[src/rtl/cpu_ctrl_pkg.sv]
// Shared definitions for the lab CPU multi-cycle control sequencer:
// opcode values, FSM state encoding, ALU operation codes and the
// bundle of combinational control strobes driven by the sequencer.
package cpu_ctrl_pkg;

    localparam int unsigned OP_W  = 6;
    localparam int unsigned ALU_W = 3;

    // Instruction opcodes (IR[31:26])
    localparam logic [OP_W-1:0] OP_RTYPE = 6'h00;
    localparam logic [OP_W-1:0] OP_J     = 6'h02;
    localparam logic [OP_W-1:0] OP_BEQ   = 6'h04;
    localparam logic [OP_W-1:0] OP_BNE   = 6'h05;
    localparam logic [OP_W-1:0] OP_ADDI  = 6'h08;
    localparam logic [OP_W-1:0] OP_LW    = 6'h23;
    localparam logic [OP_W-1:0] OP_SW    = 6'h2B;
    localparam logic [OP_W-1:0] OP_HALT  = 6'h3F;

    // ALU operation codes; FUNCT tells the ALU decoder to use IR funct field
    localparam logic [ALU_W-1:0] ALU_ADD   = 3'd0;
    localparam logic [ALU_W-1:0] ALU_SUB   = 3'd1;
    localparam logic [ALU_W-1:0] ALU_AND   = 3'd2;
    localparam logic [ALU_W-1:0] ALU_OR    = 3'd3;
    localparam logic [ALU_W-1:0] ALU_SLT   = 3'd4;
    localparam logic [ALU_W-1:0] ALU_FUNCT = 3'd7;

    typedef enum logic [2:0] {
        ST_FETCH  = 3'd0,
        ST_DECODE = 3'd1,
        ST_EXEC   = 3'd2,
        ST_MEM    = 3'd3,
        ST_WB     = 3'd4,
        ST_HALT   = 3'd5
    } state_t;

    // Per-cycle control strobes produced by the sequencer
    typedef struct packed {
        logic             imem_rd;
        logic             ir_load;
        logic             pc_inc;
        logic             pc_load;
        logic             pc_src;
        logic [ALU_W-1:0] alu_op;
        logic             dmem_rd;
        logic             dmem_wr;
        logic             reg_we;
    } ctrl_t;

    // ALU operation used in EXEC for a given opcode
    function automatic logic [ALU_W-1:0] alu_for_op(input logic [OP_W-1:0] op);
        logic [ALU_W-1:0] res;
        case (op)
            OP_RTYPE:       res = ALU_FUNCT;
            OP_BEQ, OP_BNE: res = ALU_SUB;
            default:        res = ALU_ADD;
        endcase
        return res;
    endfunction

    // True for every opcode the sequencer knows how to execute
    function automatic logic op_is_known(input logic [OP_W-1:0] op);
        logic res;
        case (op)
            OP_RTYPE, OP_J, OP_BEQ, OP_BNE,
            OP_ADDI, OP_LW, OP_SW, OP_HALT: res = 1'b1;
            default:                        res = 1'b0;
        endcase
        return res;
    endfunction

endpackage

[src/rtl/ctrl_wait_timer.sv]
// Memory handshake wait counter.
// Ports: clk, rst (sync, active-high), clr (restart count), en (count one
// not-ready cycle), at_max (registered; count has reached MAX).
// The count saturates at MAX; at_max is registered from the next count so
// it is valid in the same cycle the count holds MAX.
module ctrl_wait_timer #(
    parameter int unsigned CNT_W = 4,
    parameter int unsigned MAX   = 15
) (
    input  logic clk,
    input  logic rst,
    input  logic clr,
    input  logic en,
    output logic at_max
);

    logic [CNT_W-1:0] cnt;
    logic [CNT_W-1:0] cnt_nx;

    // Next count: clear wins, otherwise count up to MAX and hold
    always_comb begin
        cnt_nx = cnt;
        if (clr) begin
            cnt_nx = '0;
        end else if (en && !at_max) begin
            cnt_nx = cnt + CNT_W'(1);
        end
    end

    always_ff @(posedge clk) begin
        if (rst) begin
            cnt    <= '0;
            at_max <= (CNT_W'(MAX) == '0);
        end else begin
            cnt    <= cnt_nx;
            at_max <= (cnt_nx == CNT_W'(MAX));
        end
    end

endmodule

[src/rtl/cpu_ctrl_fsm.sv]
// Multi-cycle control sequencer for the lab CPU.
// Steps each instruction through FETCH/DECODE/EXEC/MEM/WB, steering PC
// update, IR load, register-file write, data-memory strobes and ALU op,
// and times out stalled memory handshakes into a sticky bus error + HALT.
// Ports:
//   clk, rst          clock, synchronous active-high reset
//   opcode, zero      IR[31:26] (valid from DECODE on), ALU zero flag
//   imem_ready        instruction memory returns data this cycle
//   dmem_ready        data memory completes access this cycle
//   imem_rd, ir_load, pc_inc, pc_load, pc_src, alu_op,
//   dmem_rd, dmem_wr, reg_we
//                     combinational strobes from state + inputs, 0 in reset
//   halted            registered, 1 while in HALT
//   bus_err           registered, sticky memory-timeout flag
//   illegal           registered one-cycle pulse after an unknown opcode
module cpu_ctrl_fsm
    import cpu_ctrl_pkg::*;
#(
    parameter int unsigned WAIT_MAX = 15,
    parameter int unsigned CNT_W    = 4
) (
    input  logic             clk,
    input  logic             rst,
    input  logic [OP_W-1:0]  opcode,
    input  logic             zero,
    input  logic             imem_ready,
    input  logic             dmem_ready,
    output logic             imem_rd,
    output logic             ir_load,
    output logic             pc_inc,
    output logic             pc_load,
    output logic             pc_src,
    output logic [ALU_W-1:0] alu_op,
    output logic             dmem_rd,
    output logic             dmem_wr,
    output logic             reg_we,
    output logic             halted,
    output logic             bus_err,
    output logic             illegal
);

    state_t state;
    state_t state_nx;
    ctrl_t  ctrl;

    logic timer_clr;
    logic timer_en;
    logic at_max;
    logic bus_err_set;
    logic illegal_set;

    // Wait counter restarts on every state change, counts stalled cycles
    ctrl_wait_timer #(
        .CNT_W (CNT_W),
        .MAX   (WAIT_MAX)
    ) u_wait_timer (
        .clk    (clk),
        .rst    (rst),
        .clr    (timer_clr),
        .en     (timer_en),
        .at_max (at_max)
    );

    assign timer_clr = (state_nx != state);

    // State and status registers
    always_ff @(posedge clk) begin
        if (rst) begin
            state   <= ST_FETCH;
            halted  <= 1'b0;
            bus_err <= 1'b0;
            illegal <= 1'b0;
        end else begin
            state   <= state_nx;
            halted  <= (state_nx == ST_HALT);
            illegal <= illegal_set;
            if (bus_err_set) begin
                bus_err <= 1'b1;
            end
        end
    end

    // Next-state and strobe decode
    always_comb begin
        state_nx    = state;
        ctrl        = '0;
        timer_en    = 1'b0;
        bus_err_set = 1'b0;
        illegal_set = 1'b0;

        case (state)
            ST_FETCH: begin
                ctrl.imem_rd = 1'b1;
                if (imem_ready) begin
                    // Ready on the limit cycle still completes the fetch
                    ctrl.ir_load = 1'b1;
                    ctrl.pc_inc  = 1'b1;
                    state_nx     = ST_DECODE;
                end else if (at_max) begin
                    bus_err_set = 1'b1;
                    state_nx    = ST_HALT;
                end else begin
                    timer_en = 1'b1;
                end
            end

            ST_DECODE: begin
                if (opcode == OP_J) begin
                    ctrl.pc_load = 1'b1;
                    ctrl.pc_src  = 1'b1;
                    state_nx     = ST_FETCH;
                end else if (opcode == OP_HALT) begin
                    state_nx = ST_HALT;
                end else if (!op_is_known(opcode)) begin
                    // PC was already advanced in FETCH; just flag and refetch
                    illegal_set = 1'b1;
                    state_nx    = ST_FETCH;
                end else begin
                    state_nx = ST_EXEC;
                end
            end

            ST_EXEC: begin
                ctrl.alu_op = alu_for_op(opcode);
                case (opcode)
                    OP_BEQ: begin
                        ctrl.pc_load = zero;
                        state_nx     = ST_FETCH;
                    end
                    OP_BNE: begin
                        ctrl.pc_load = !zero;
                        state_nx     = ST_FETCH;
                    end
                    OP_LW, OP_SW:     state_nx = ST_MEM;
                    OP_RTYPE, OP_ADDI: state_nx = ST_WB;
                    default:          state_nx = ST_FETCH;
                endcase
            end

            ST_MEM: begin
                if (opcode == OP_SW) begin
                    ctrl.dmem_wr = 1'b1;
                end else begin
                    ctrl.dmem_rd = 1'b1;
                end
                if (dmem_ready) begin
                    state_nx = (opcode == OP_SW) ? ST_FETCH : ST_WB;
                end else if (at_max) begin
                    bus_err_set = 1'b1;
                    state_nx    = ST_HALT;
                end else begin
                    timer_en = 1'b1;
                end
            end

            ST_WB: begin
                ctrl.reg_we = 1'b1;
                state_nx    = ST_FETCH;
            end

            ST_HALT: begin
                state_nx = ST_HALT;
            end

            default: begin
                state_nx = ST_FETCH;
            end
        endcase

        // Strobes drop in the reset cycle itself
        if (rst) begin
            ctrl = '0;
        end
    end

    assign imem_rd = ctrl.imem_rd;
    assign ir_load = ctrl.ir_load;
    assign pc_inc  = ctrl.pc_inc;
    assign pc_load = ctrl.pc_load;
    assign pc_src  = ctrl.pc_src;
    assign alu_op  = ctrl.alu_op;
    assign dmem_rd = ctrl.dmem_rd;
    assign dmem_wr = ctrl.dmem_wr;
    assign reg_we  = ctrl.reg_we;

endmodule

[config.mk]
export PLATFORM = sky130hd
export DESIGN_NAME = cpu_ctrl_fsm
export DESIGN_NICKNAME = d
export VERILOG_FILES = /design/src/rtl/cpu_ctrl_pkg.sv /design/src/rtl/ctrl_wait_timer.sv /design/src/rtl/cpu_ctrl_fsm.sv
export SDC_FILE = /design/constraint.sdc
export NUM_CORES = 1
export LEC_CHECK = 0
export ABC_AREA = 0
export CAP_MARGIN = 5
export CORE_MARGIN = 2
export CORE_UTILIZATION = 40
export CTS_CLUSTER_SIZE = 20
export DETAILED_ROUTE_END_ITERATION = 16
export PLACE_DENSITY = 0.85
export RECOVER_POWER = 25
export REMOVE_ABC_BUFFERS = 1
export SLEW_MARGIN = 20
export SYNTH_ARGS = -nofsm -noshare
export SYNTH_HDL_FRONTEND = slang
export SYNTH_SLANG_ARGS = --single-unit
[constraint.sdc]
create_clock -name clk -period 1.45 [get_ports clk]
set_clock_uncertainty 0.05 [all_clocks]
set_input_delay 0.29 -clock clk [delete_from_list [all_inputs] [get_ports clk]]
set_output_delay 0.29 -clock clk [all_outputs]
set_load 0.03 [all_outputs]
==> Word-level counts from Yosys, hierarchy flattened <==
Index checks and enable logic that the tools add are counted.
W data, S select, Z words.
{ "totals": {"register_bits": 11, "input_bits": 11, "out_inout_bits": 14} }
{ "classes": {"addsub": 1, "eq_ne": 15, "mux": 37, "n_bitwise": 1, "reduce_logical": 10} }
{ "op_table": {"columns": ["op", "n"], "rows": [
  ["$mux W3", 8],
  ["$eq A6 B6 Y1 const B", 3],
  ["$mux W1", 15],
  ["$pmux W3 S5", 1],
  ["$eq A6 B3 Y1 const B", 2],
  ["$pmux W3 S2", 2],
  ["$mux W11", 1],
  ["$eq A3 B3 Y1 const B", 3],
  ["$mux W2", 4],
  ["$mux W4", 2],
  ["$pmux W1 S2", 4],
  ["$reduce_or A8 Y1", 1],
  ["$eq A3 B2 Y1 const B", 2],
  ["$eq A6 B2 Y1 const B", 1],
  ["$eq A6 B4 Y1 const B", 1],
  ["$logic_not A6 Y1", 1],
  ["$reduce_or A2 Y1", 3],
  ["$add A4 B1 Y4 const B", 1],
  ["$eq A4 B4 Y1 const B", 1],
  ["$reduce_or A4 Y1", 1],
  ["$eq A3 B1 Y1 const B", 1],
  ["$logic_not A3 Y1", 1],
  ["$ne A3 B3 Y1", 1],
  ["$logic_not A1 Y1", 2],
  ["other kinds (2)", 2]
]} }

==> Depth between registers and ports, before layout <==
{ "logic_depth": {"ltp_word": 13, "depth_mapped": 5, "mapped_depth_nobuf": 4} }

==> By module <==
Synthesis repeated with hierarchy kept, for this count alone.
{ "unflattened": {"cells_unflattened": 93, "area_unflattened_um2": 750.7} }
{ "modules_own_cells": {"columns": ["mod", "instances", "cells_each", "area_each_um2", "seq_area_each_um2"], "rows": [
  ["cpu_ctrl_fsm", 1, 72, 531.8, 120.1],
  ["ctrl_wait_timer", 1, 21, 219.0, 100.1]
]} }

==> Worst setup path before layout <==
Ideal clock, no wire load.
{ "synth_timing": {"path_type": "reg-to-output", "from": "register state[0]", "to": "output port pc_inc", "arrival_time_ns": 2.200, "required_time_ns": 1.110, "slack_ns": -1.090, "path_stages_with_launch": 5, "path_buffers": 2, "cell_sequence": "dfxtp_1 clkbuf_1 nor4_1 and2_1 buf_4"} }
{ "synth_via": {"elab_chain_len": 3} }
{ "synth_rtl": {"columns": ["item", "line", "source"], "rows": [
  ["start, declared", "cpu_ctrl_fsm.sv:42", "state_t state;"],
  ["start signal, assigned", "cpu_ctrl_fsm.sv:74", "state <= state_nx;"],
  ["$logic_not A3 Y1", "cpu_ctrl_fsm.sv:91", "case (state)"],
  ["$mux W3", "cpu_ctrl_fsm.sv:91", null],
  ["$mux W11", "cpu_ctrl_fsm.sv:171", "if (rst) begin"],
  ["end, declared", "cpu_ctrl_fsm.sv:30", "output logic pc_inc,"]
]} }
Every way passes these cells.

==> Worst setup path in the final report <==
{ "layout_timing": {"from": "register state[1]", "to": "output port ir_load"} }
{ "layout_via": {"elab_chain_len": 3} }
{ "layout_rtl": {"columns": ["item", "line", "source"], "rows": [
  ["$logic_not A3 Y1", "cpu_ctrl_fsm.sv:91", null],
  ["$mux W3", "cpu_ctrl_fsm.sv:91", null],
  ["$mux W11", "cpu_ctrl_fsm.sv:171", null],
  ["end, declared", "cpu_ctrl_fsm.sv:29", "output logic ir_load,"]
]} }
Every way passes these cells.

==> flow_results.org <==
** Status
- Result of the run :: finished with violations
- The checks that failed: negative setup slack.

** Critical path
- Crit path kind :: reg2out
- Kind of capture point of the worst setup path :: output port
- At the worst endpoint, the arrival time is 1.52 ns.
- Along the worst path, the maximum fanout reaches 3.
- STA classifies the critical path startpoint as a flop.
- For the worst setup path, the data required time is 1.11 ns.

** Clocking
- TritonCTS built the clock tree.
- Depth of the CTS H-tree :: 1
- At the later pin of the worst-skew pair, clock insertion delay measures 0.28 ns.
- CTS Hold Bufs :: 0
- In this run, CTS created clock tree buffers numbering 3.
- Root Buffer :: sky130_fd_sc_hd__clkbuf_4
- Clock edge transition at the registers on the reported setup and hold paths :: 0.09 ns
- Count of clock tree sinks :: 11
- Counting along the longest clock path gives a buffer depth of 2.

** Routing
- Highest metal layer with signal wires :: met4
- Met2 wirelength from detailed routing :: 1.86 mm
- Once detail routing completed, the nets flagged for antenna violations numbered 0.
- Met3 routed WL :: 102 um
- The first detailed-routing pass took 4 iterations.
- Final wirelength :: 3.24 mm
- After detailed routing, the wire length on met1 is 1.19 mm.
- Initial DRC Count :: 12
- Using the TritonRoute via totals, the vias-per-cell ratio works out to 5.47.
- The routed layout has 1067 vias.
- In the final routed layout, each cell accounts on average for 16.6 um.
- In the routed design, unresolved DRC markers number 0.

** Final layout
- Filler instances :: 122
- The multi-input combinational cells in the finished layout cover a total of 664 um2.
- Once layout is complete, the cells apart from fillers number 195.
- Compared with the post-synthesis result, the final layout area differs by 102%.
- Most common cell after layout, fill and taps aside :: sky130_fd_sc_hd__buf_4
- NumNets Final :: 181
- Count of antenna diodes in the layout :: 0
- Once layout is complete, the utilization of the core stands at 83.4%.
- Registers take 231 um2.
- The top cell types in the final layout, fill and taps aside, are 43 x sky130_fd_sc_hd__buf_4, 16 x sky130_fd_sc_hd__buf_6, 9 x sky130_fd_sc_hd__nor2_1, 9 x sky130_fd_sc_hd__dlygate4sd2_1, 8 x sky130_fd_sc_hd__dfxtp_1.
- Fraction of final layout cells sized beyond drive strength 1 :: 57.1%

** Logic synthesis
- Asr flop ratio synth :: 0%
- Syn avg cell area :: 8.01 um2
- Total of warnings raised by yosys :: 0
- In the synthesized netlist the dominant register cell turns out to be sky130_fd_sc_hd__dfxtp_1.
- After synthesis, the netlist uses 45 different library cells.
- Count of mapped cells out of synthesis :: 98
- Number of flip-flops and latches in the synthesized netlist :: 11
- For this run, the register share of the synthesized area comes to 28.1%.
- The synthesized netlist occupies a cell area of 785 um2.
- In this run, synthesis inferred 0 flip-flops with an integrated enable.

** Die
- Die outline height :: 48.3 um
- I/O Pins :: 25
- The total area inside the core boundary comes to 1900 um2.
- Measured along the x axis, the die boundary spans 48.3 um.
- For this configuration, the core starts out at a cell density of 41.2%.
- Cell row count :: 16
- DIE AREA :: 2330 um2

** Global routing
- Overall Global Routing Usage :: 28.9%
- Overall overflow remaining after global route :: 0
- Number of antenna violations at the first check in global routing :: 0
- The first global-routing pass estimated 4.65 mm of wire.
- Via count of the first global-routing pass :: 1069
- Entering global routing, the biggest net connects 8 pins.

** Placement
- Count of input and output buffers :: 24
- Placed Cells :: 172
- At the end of routability-driven placement, the weighted congestion stood at 0.847.
- Detailed placement finished with a half-perimeter wire length of 1.78 mm.

** Timing
- Smallest hold slack :: 0.424 ns
- Dividing the final minimum period by the clock period gives 128%.
- Across all setup checks in the final design, the least slack found is -0.406 ns.
- Worst Max-Slew Pin Slew :: 0.404 ns
- Unrepaired setup endpoints after global routing :: true
- Final total negative setup slack :: -5.17 ns
- The number of max-slew violations in the final report was 0.
- Max_slew headroom :: 72.8%
- Static timing analysis puts the maximum clock frequency at 539 MHz.
- Setup violations remaining at the end of the flow were counted as 20.
- Final Critical Period :: 1.86 ns
- Final hold vios :: 0

** Worst hold path
- HP Class :: in2reg

** Power
- Worst voltage drop across the vdd grid :: 0.000417 V
- Power spread over the standard cell area amounts to 503 nW/um2.
- Static leakage power :: 0.711 nW

** Job
- Across the run, the number of max-cap violations was 0.
## sequential cells by signal (all words and copies together), names as in the netlist
signal and flops:
u_wait_timer.cnt 4, state 3, bus_err 1, halted 1
illegal 1, u_wait_timer.at_max 1
## area by class of cell
cell class / instances / share of cell area, %
clock buffer: 3 / 1.42
clock inverter: 1 / 0.316
inverter: 3 / 0.710
multi-input combinational: 78 / 41.9
sequential: 11 / 14.6
tap: 27 / 2.13
timing repair buffer: 72 / 38.9
## Yosys cell counts (2+ instances only)
cell / number / share of area [%]
sky130_fd_sc_hd__clkbuf_1: 3 / 1.4
sky130_fd_sc_hd__nor2_1: 14 / 6.7
sky130_fd_sc_hd__nand2_1: 5 / 2.4
sky130_fd_sc_hd__a21oi_1: 6 / 3.8
sky130_fd_sc_hd__buf_4: 2 / 1.9
sky130_fd_sc_hd__dfxtp_1: 11 / 28
sky130_fd_sc_hd__nand2b_1: 2 / 1.6
sky130_fd_sc_hd__nor2b_1: 2 / 1.6
sky130_fd_sc_hd__inv_1: 3 / 1.4
sky130_fd_sc_hd__nor4_1: 2 / 1.6
sky130_fd_sc_hd__o21ai_0: 5 / 3.2
sky130_fd_sc_hd__or3_1: 2 / 1.6
sky130_fd_sc_hd__xor2_1: 3 / 3.3
sky130_fd_sc_hd__and2_1: 2 / 1.6
sky130_fd_sc_hd__a211oi_1: 2 / 1.9
sky130_fd_sc_hd__nand4b_1: 2 / 2.2
sky130_fd_sc_hd__nor3_1: 4 / 2.6
## power by group
group | total, mW | switching (mW) | internal [mW]
registers | 0.307 | 0.00405 | 0.303
clock network | 0.227 | 0.124 | 0.102
logic | 0.263 | 0.124 | 0.139
total | 0.797 | 0.253 | 0.544
## kinds of logic (layout without fill, tap and decap cells)
kind of cell	after synthesis	in the layout	synth area share, %
AOI/OAI and AO/OA	25	25	23.4
buffers and inverters	9	79	5.42
adders and majority gates	1	1	1.59
muxes	1	1	1.28
DFF	11	11	28.1
and+or+nand+nor	47	47	35.7
xor gates and xnor gates	4	4	4.47
## timing repair
action	4_1_cts	5_1_grt
setup buffers	14	6
endpoints found under the setup margin	23	20
pin swaps	24	12
gates resized for setup	59	10
## worst max-delay path, stage by stage, from the launching register on
cell                      delay (ns)
sky130_fd_sc_hd__dfxtp_4        0.36
sky130_fd_sc_hd__buf_4          0.14
sky130_fd_sc_hd__buf_6          0.13
sky130_fd_sc_hd__nor4_4         0.29
sky130_fd_sc_hd__and2_4         0.20
sky130_fd_sc_hd__buf_6          0.13
## through the flow
stage	setup slack, ns	total power, mW	cell area (um2)
finish	-0.406	0.797	1590
floorplan	-1.03	0.389	753
global placement	-0.575	0.503	1220
CTS	-0.380	0.768	1500
detailed placement	-0.688	0.510	1220
global route	-0.471	0.820	1590
## worst paths after layout
check	startpoint	end	slack [ns]	depth (start not counted)
max reg2reg	state[1]$_SDFF_PP0_	u_wait_timer.at_max$_SDFF_PP0_	-0.28	6
min reg2reg	u_wait_timer.cnt[3]$_SDFF_PP0_	u_wait_timer.at_max$_SDFF_PP0_	0.43	2
min	opcode[1]	illegal$_SDFF_PP0_	0.42	3
max	state[1]$_SDFF_PP0_	ir_load	-0.41	5
## routing by layer
metal,global-route usage [%],up-vias
met2,58.2,38
li1,-,504
met1,27.8,517
met3,4.44,8
met4,13.5,0
met5,0,-
(Power assumes the default switching activity.)
